**src/rtl/muldiv_unit_pkg.sv**
```systemverilog
// Shared opcode, state and operation-class definitions for the
// iterative multiply/divide unit.
package muldiv_unit_pkg;

    localparam logic [2:0] MD_MUL  = 3'b000;
    localparam logic [2:0] MD_MULS = 3'b001;
    localparam logic [2:0] MD_DIVU = 3'b010;
    localparam logic [2:0] MD_DIVS = 3'b011;
    localparam logic [2:0] MD_MODU = 3'b100;
    localparam logic [2:0] MD_MODS = 3'b101;

    typedef enum logic [1:0] {
        ST_IDLE = 2'd0,
        ST_RUN  = 2'd1,
        ST_FIX  = 2'd2
    } md_state_e;

    typedef enum logic [1:0] {
        K_MUL = 2'd0,
        K_DIV = 2'd1,
        K_MOD = 2'd2
    } md_kind_e;

    // Opcodes 11x fall through to unsigned multiply.
    function automatic md_kind_e md_kind(input logic [2:0] op);
        md_kind_e k;
        k = K_MUL;
        unique case (1'b1)
            (op == MD_DIVU) || (op == MD_DIVS): k = K_DIV;
            (op == MD_MODU) || (op == MD_MODS): k = K_MOD;
            default:                            k = K_MUL;
        endcase
        return k;
    endfunction

    function automatic logic md_signed(input logic [2:0] op);
        return (op == MD_MULS) || (op == MD_DIVS) || (op == MD_MODS);
    endfunction

endpackage

```
**src/rtl/muldiv_unit_negate.sv**
```systemverilog
// Conditional two's-complement: used for operand magnitudes and
// for restoring result signs.
module muldiv_negate #(
    parameter int WIDTH = 32
) (
    input  logic             neg,
    input  logic [WIDTH-1:0] din,
    output logic [WIDTH-1:0] dout
);

    assign dout = neg ? (~din + WIDTH'(1)) : din;

endmodule

```
**src/rtl/muldiv_unit.sv**
```systemverilog
// Radix-2 iterative multiply/divide unit: one bit per clock,
// shared adder for shift-add multiply and restoring division.
module muldiv_unit
    import muldiv_unit_pkg::*;
#(
    parameter int WIDTH = 32
) (
    input  logic             clk,
    input  logic             reset_b,
    input  logic             start,
    input  logic             abort,
    input  logic [2:0]       op,
    input  logic [WIDTH-1:0] din_a,
    input  logic [WIDTH-1:0] din_b,
    output logic             busy,
    output logic             done,
    output logic [WIDTH-1:0] dout,
    output logic [WIDTH-1:0] dout_hi,
    output logic             cout,
    output logic             vout
);

    localparam int CNT_W = $clog2(WIDTH) + 1;
    localparam logic [WIDTH-1:0] MIN_V = {1'b1, {(WIDTH-1){1'b0}}};

    md_state_e        state_q;
    md_kind_e         kind_q;
    logic             sgn_q;
    logic             sa_q;
    logic             sb_q;
    logic             dz_q;
    logic             ovf_q;
    logic [WIDTH-1:0] m_q;
    logic [WIDTH-1:0] hi_q;
    logic [WIDTH-1:0] lo_q;
    logic [CNT_W-1:0] cnt_q;
    logic             busy_q;
    logic             done_q;
    logic [WIDTH-1:0] dout_q;
    logic [WIDTH-1:0] dout_hi_q;
    logic             cout_q;
    logic             vout_q;

    md_kind_e         in_kind;
    logic             in_sgn;
    logic             in_sa;
    logic             in_sb;
    logic             in_dz;
    logic             in_ovf;
    logic [WIDTH-1:0] abs_a;
    logic [WIDTH-1:0] abs_b;

    assign in_kind = md_kind(op);
    assign in_sgn  = md_signed(op);
    assign in_sa   = in_sgn & din_a[WIDTH-1];
    assign in_sb   = in_sgn & din_b[WIDTH-1];
    assign in_dz   = (in_kind != K_MUL) && (din_b == '0);
    assign in_ovf  = in_sgn && (in_kind != K_MUL)
                     && (din_a == MIN_V) && (din_b == '1);

    muldiv_negate #(.WIDTH(WIDTH)) u_abs_a (
        .neg  (in_sa),
        .din  (din_a),
        .dout (abs_a)
    );

    muldiv_negate #(.WIDTH(WIDTH)) u_abs_b (
        .neg  (in_sb),
        .din  (din_b),
        .dout (abs_b)
    );

    logic [WIDTH:0]   add_x;
    logic [WIDTH:0]   add_y;
    logic             add_sub;
    logic [WIDTH+1:0] add_r;

    // Subtract path: add_r[WIDTH+1] is the no-borrow flag.
    always_comb begin
        add_x   = {1'b0, hi_q};
        add_y   = lo_q[0] ? {1'b0, m_q} : '0;
        add_sub = 1'b0;
        if (kind_q != K_MUL) begin
            add_x   = {hi_q, lo_q[WIDTH-1]};
            add_y   = {1'b0, m_q};
            add_sub = 1'b1;
        end
    end

    assign add_r = {1'b0, add_x}
                 + {1'b0, (add_sub ? ~add_y : add_y)}
                 + {{(WIDTH+1){1'b0}}, add_sub};

    logic [WIDTH-1:0] step_hi;
    logic [WIDTH-1:0] step_lo;

    always_comb begin
        step_hi = add_r[WIDTH:1];
        step_lo = {add_r[0], lo_q[WIDTH-1:1]};
        if (kind_q != K_MUL) begin
            if (add_r[WIDTH+1]) begin
                step_hi = add_r[WIDTH-1:0];
                step_lo = {lo_q[WIDTH-2:0], 1'b1};
            end else begin
                step_hi = add_x[WIDTH-1:0];
                step_lo = {lo_q[WIDTH-2:0], 1'b0};
            end
        end
    end

    logic             neg_p;
    logic             neg_q;
    logic             neg_r;
    logic [2*WIDTH-1:0] prod_f;
    logic [WIDTH-1:0] quo_f;
    logic [WIDTH-1:0] rem_f;

    assign neg_p = sa_q ^ sb_q;
    assign neg_q = (sa_q ^ sb_q) & ~dz_q;
    assign neg_r = sa_q & ~dz_q;

    muldiv_negate #(.WIDTH(2*WIDTH)) u_fix_prod (
        .neg  (neg_p),
        .din  ({hi_q, lo_q}),
        .dout (prod_f)
    );

    muldiv_negate #(.WIDTH(WIDTH)) u_fix_quo (
        .neg  (neg_q),
        .din  (lo_q),
        .dout (quo_f)
    );

    muldiv_negate #(.WIDTH(WIDTH)) u_fix_rem (
        .neg  (neg_r),
        .din  (hi_q),
        .dout (rem_f)
    );

    logic [WIDTH-1:0] fx_dout;
    logic [WIDTH-1:0] fx_hi;
    logic             fx_cout;
    logic             fx_vout;

    always_comb begin
        fx_dout = prod_f[WIDTH-1:0];
        fx_hi   = prod_f[2*WIDTH-1:WIDTH];
        fx_cout = |hi_q;
        fx_vout = sgn_q
                  && (prod_f[2*WIDTH-1:WIDTH] != {WIDTH{prod_f[WIDTH-1]}});
        unique case (kind_q)
            K_DIV: begin
                fx_dout = quo_f;
                fx_hi   = rem_f;
                fx_cout = 1'b0;
                fx_vout = dz_q | ovf_q;
            end
            K_MOD: begin
                fx_dout = rem_f;
                fx_hi   = quo_f;
                fx_cout = 1'b0;
                fx_vout = dz_q | ovf_q;
            end
            default: begin
            end
        endcase
    end

    always_ff @(posedge clk or negedge reset_b) begin
        if (!reset_b) begin
            state_q   <= ST_IDLE;
            kind_q    <= K_MUL;
            sgn_q     <= 1'b0;
            sa_q      <= 1'b0;
            sb_q      <= 1'b0;
            dz_q      <= 1'b0;
            ovf_q     <= 1'b0;
            m_q       <= '0;
            hi_q      <= '0;
            lo_q      <= '0;
            cnt_q     <= '0;
            busy_q    <= 1'b0;
            done_q    <= 1'b0;
            dout_q    <= '0;
            dout_hi_q <= '0;
            cout_q    <= 1'b0;
            vout_q    <= 1'b0;
        end else begin
            done_q <= 1'b0;
            unique case (state_q)
                ST_IDLE: begin
                    if (start) begin
                        kind_q <= in_kind;
                        sgn_q  <= in_sgn;
                        sa_q   <= in_sa;
                        sb_q   <= in_sb;
                        dz_q   <= in_dz;
                        ovf_q  <= in_ovf;
                        cnt_q  <= CNT_W'(WIDTH);
                        busy_q <= 1'b1;
                        if (in_kind == K_MUL) begin
                            m_q     <= abs_a;
                            hi_q    <= '0;
                            lo_q    <= abs_b;
                            state_q <= ST_RUN;
                        end else if (in_dz) begin
                            m_q     <= abs_b;
                            hi_q    <= din_a;
                            lo_q    <= '1;
                            state_q <= ST_FIX;
                        end else begin
                            m_q     <= abs_b;
                            hi_q    <= '0;
                            lo_q    <= abs_a;
                            state_q <= ST_RUN;
                        end
                    end
                end
                ST_RUN: begin
                    if (abort) begin
                        busy_q  <= 1'b0;
                        state_q <= ST_IDLE;
                    end else begin
                        hi_q  <= step_hi;
                        lo_q  <= step_lo;
                        cnt_q <= cnt_q - CNT_W'(1);
                        if (cnt_q == CNT_W'(1)) begin
                            state_q <= ST_FIX;
                        end
                    end
                end
                ST_FIX: begin
                    busy_q  <= 1'b0;
                    state_q <= ST_IDLE;
                    if (!abort) begin
                        dout_q    <= fx_dout;
                        dout_hi_q <= fx_hi;
                        cout_q    <= fx_cout;
                        vout_q    <= fx_vout;
                        done_q    <= 1'b1;
                    end
                end
                default: begin
                    busy_q  <= 1'b0;
                    state_q <= ST_IDLE;
                end
            endcase
        end
    end

    assign busy    = busy_q;
    assign done    = done_q;
    assign dout    = dout_q;
    assign dout_hi = dout_hi_q;
    assign cout    = cout_q;
    assign vout    = vout_q;

endmodule
```
**config.mk**
```make
export PLATFORM = sky130hd
export DESIGN_NAME = muldiv_unit
export DESIGN_NICKNAME = d
export VERILOG_FILES = /design/src/rtl/muldiv_unit_pkg.sv /design/src/rtl/muldiv_unit_negate.sv /design/src/rtl/muldiv_unit.sv
export SDC_FILE = /design/constraint.sdc
export NUM_CORES = 1
export LEC_CHECK = 0
export CORE_MARGIN = 3
export CORE_UTILIZATION = 40
export CTS_CLUSTER_SIZE = 24
export DETAILED_ROUTE_END_ITERATION = 16
export DONT_BUFFER_PORTS = 1
export PLACE_DENSITY_LB_ADDON = 0.1
export SYNTH_ARGS = -nofsm -noshare
export SYNTH_HDL_FRONTEND = slang
export SYNTH_SLANG_ARGS = --single-unit
```
**constraint.sdc**
```tcl
create_clock -name clk -period 4.79 [get_ports clk]
set_input_delay 0.958 -clock clk [delete_from_list [all_inputs] [get_ports clk]]
set_output_delay 0.958 -clock clk [all_outputs]
set_load 0.02 [all_outputs]
```
==> flow_summary.json <==
{
  "status": "finished clean",
  "numCtsBuffers": 17,
  "yosys_warnings": 0,
  "clock_skew_ps": 14.86,
  "pre_cts_slack_ps": 397.5,
  "leakagePower_uw": 0.007395,
  "post-route-util_pct": 43.92,
  "num_antenna_cells": 0,
  "drc_errors": 0,
  "syn_area_per_cell_um2": 7.778,
  "r2r_slack_ps": 360,
  "slew_viol_final": 0,
  "die_h_um": 208.8,
  "io_buffer_count": 0,
  "dp_hpwl_mm": 54.37,
  "crit_path_start": "kind_q[1]$_DFFE_PN0P_",
  "drt_iter0_markers": 1743,
  "max_slew_margin_pct": 18.20,
  "rows": 73,
  "crit_top_cell": "inv_1",
  "synth_area_leaders": "dfrtp_1 (27%), o21ai_0 (6.2%), nand2_1 (5.8%), xnor2_1 (5.6%), a21oi_1 (5.1%)",
  "timing.final.crit_share_pct": 92.49,
  "rsz0062_at_grt": "no",
  "async_flop_share_pct": 100.0,
  "cts_resized": 0,
  "powerDensity_mw_per_mm2": 695.3,
  "ys_seq_elements": 179,
  "grt_max_degree": 180,
  "drtPass1Iterations": 6,
  "insertion_delay_ps": 480,
  "grt_pass1_wl_mm": 104.2,
  "setup_ws_ps": 359.5,
  "clock_sinks": 179,
  "viasPerCell": 6.332,
  "area_delta_synth_final_pct": 7.343,
  "overflow": 0,
  "core_mm2": 0.04019,
  "clockBufferDepth": 2,
  "instances_no_fill": 2576,
  "via_count": 16311,
  "drive_gt1_share_pct": 10.34,
  "post-route-min-period_ps": 4430,
  "rr_endpoint": "hi_q[30]$_DFFE_PN0P_",
  "slowest_delay_ps": 480,
  "syn_inst": 2114,
  "layout.nets": 2153,
  "final_cell_mix": "nand2_1 (253), o21ai_0 (203), nor2_1 (189), dfrtp_1 (179), a21oi_1 (169)",
  "grt_pass1_vias": 15705,
  "slowest_stage": "or3b_2",
  "synth_edf_count": 0,
  "r2r_cells": 18,
  "ant_nets": 0,
  "dp.cells": 2544,
  "cts_max_level": 4,
  "hp-class": "in2async",
  "finalSetupTns_ps": 0,
  "cp_max_fo": 31,
  "r2r_start": "kind_q[1]$_DFFE_PN0P_",
  "worst_pin_slew_ps": 1223,
  "worst_setup_path_end_kind": "flip-flop",
  "yosys.area.top_type": "dfrtp_1",
  "hold_viol_final": 0,
  "antenna_found_initial": 1,
  "wire_per_inst_um": 27.22,
  "yosysSeqAreaShare_pct": 27.24,
  "crit_chain": "inv_1 > ha_1 > and2_1 > buf_12 > a21o_1 > inv_1 > fa_1 > nor2b_1 > o31a_1 > o41a_1 > a31oi_1 > buf_4 > nor3_1 > nor4b_1 > or3b_2 > mux2_2 > a221oi_1 > a22oi_1",
  "ys.flop_type": "dfrtp_1",
  "cts_tree": "built",
  "routabilityCongestion": 0.9796,
  "vdd_drop_max_mv": 0.2932,
  "start_util_pct": 40.92,
  "track_usage_pct": 31.38,
  "clk_pin_slew_worst_paths_ps": 80,
  "root_buffer": "clkbuf_16",
  "synthDistinctLibCells": 85,
  "maxCapViolCount": 0,
  "arrival_ps": 4770,
  "synth_area_mm2": 0.01644,
  "cp-start-kind": "flip-flop",
  "fmax_mhz": 225.7,
  "critPathKind": "reg2reg",
  "synth_nets": 2228,
  "boundaryPins": 139,
  "setup_violations": 0,
  "die_area_mm2": 0.04358,
  "layout_commonest_cell": "nand2_1",
  "synth_top_area_share_pct": 27.24,
  "wirelength_mm": 70.11,
  "required_ps": 5130,
  "die_w_um": 208.8
}
[worst max path at each step]
stage	endpoint	slack [ps]	cells past startpoint
detailed placement	hi_q[30]$_DFFE_PN0P_	400	18
global route	hi_q[30]$_DFFE_PN0P_	20	18
floorplan	hi_q[23]$_DFFE_PN0P_	90	19
finish	hi_q[30]$_DFFE_PN0P_	360	18
global placement	hi_q[30]$_DFFE_PN0P_	450	18
CTS	hi_q[30]$_DFFE_PN0P_	370	18
[power by group]
part	leakage [µW]	switching, µW	internal (µW)	total, µW
logic	0.00480	4870	3070	7950
clock network	0.000277	731	747	1480
registers	0.00232	891	1950	2850
total	0.00740	6500	5780	12300
[registers in the layout (all words and copies together) (netlist names)]
signal / flops
dout: 32
busy: 1
lo_q: 32
done: 1
cnt_q: 6
sb_q: 1
kind_q: 2
vout: 1
state_q: 2
sa_q: 1
dz_q: 1
m_q: 32
hi_q: 32
ovf_q: 1
sgn_q: 1
cout: 1
dout_hi: 32
[area by class of cell]
| class | instances | area, µm² |
|---|---|---|
| Clock inverter | 13 | 143.9 |
| Multi-Input combinational cell | 1710 | 11050 |
| Tap cell | 525 | 656.9 |
| Clock buffer | 18 | 439.2 |
| Inverter | 36 | 135.1 |
| Timing Repair Buffer | 95 | 750.7 |
| Fill cell | 4161 | 22540 |
| Sequential cell | 179 | 4479 |
[synth_stat cells, drive strengths merged (28+ instances only)]
library cell / n
inv: 35
a221o: 38
mux2: 52
clkbuf: 157
a21oi: 169
xnor2: 106
mux2i: 53
nor2: 191
dfrtp: 179
a31oi: 36
nand2: 255
o21ai: 205
ha: 42
a221oi: 28
a21o: 31
xor2: 95
nor4: 30
nor3: 56
buf: 31
[worst max-delay path: cells and delay by family, from the launching register on]
kind	cells	cell delay, ps
AND/OR/NAND/NOR	5	1280
AO/OA/AOI/OAI	6	1090
adder cells (fa/ha/maj)	2	670
buffers and inverters	4	580
flip-flops	1	390
multiplexers	1	270
[stage by stage]
step	hold slack (ps)	power, µW	cell area (µm²)
3_3_place_gp	484.0	10590	17060
3_5_place_dp	493.3	10620	17060
4_1_cts	160.3	12120	17640
2_1_floorplan	444.4	8104	16450
5_1_grt	164.0	13070	17650
6_report	177.2	12270	17650
[cell families (layout without fill, tap and decap cells)]
| kind of cell | count (synthesis) | in the layout | synth area share, % |
|---|---|---|---|
| simple gates | 691 | 691 | 19.59 |
| buf+inv | 225 | 162 | 6.057 |
| xor+xnor | 201 | 201 | 10.71 |
| fa+ha+maj | 43 | 43 | 3.318 |
| compound gates | 670 | 670 | 26.30 |
| flops | 179 | 179 | 27.24 |
| mux | 105 | 105 | 6.787 |
[metal layers]
metal	share of wire [%]	global-route usage (%)	vias to the layer above	wire length, µm
li1	-	-	7578	-
met2	45	49.15	719	31630
met5	0	0	-	0
met4	5.3	15.06	0	3709
met3	6.3	4.579	160	4431
met1	43	42.63	7854	30340
[repair_timing]
item | CTS | global route
hold buffers | 0 | 0
buffers inserted | 0 | 1
setup endpoints to repair | 0 | 1
No activity file was read; power rests on OpenSTA's default activity.
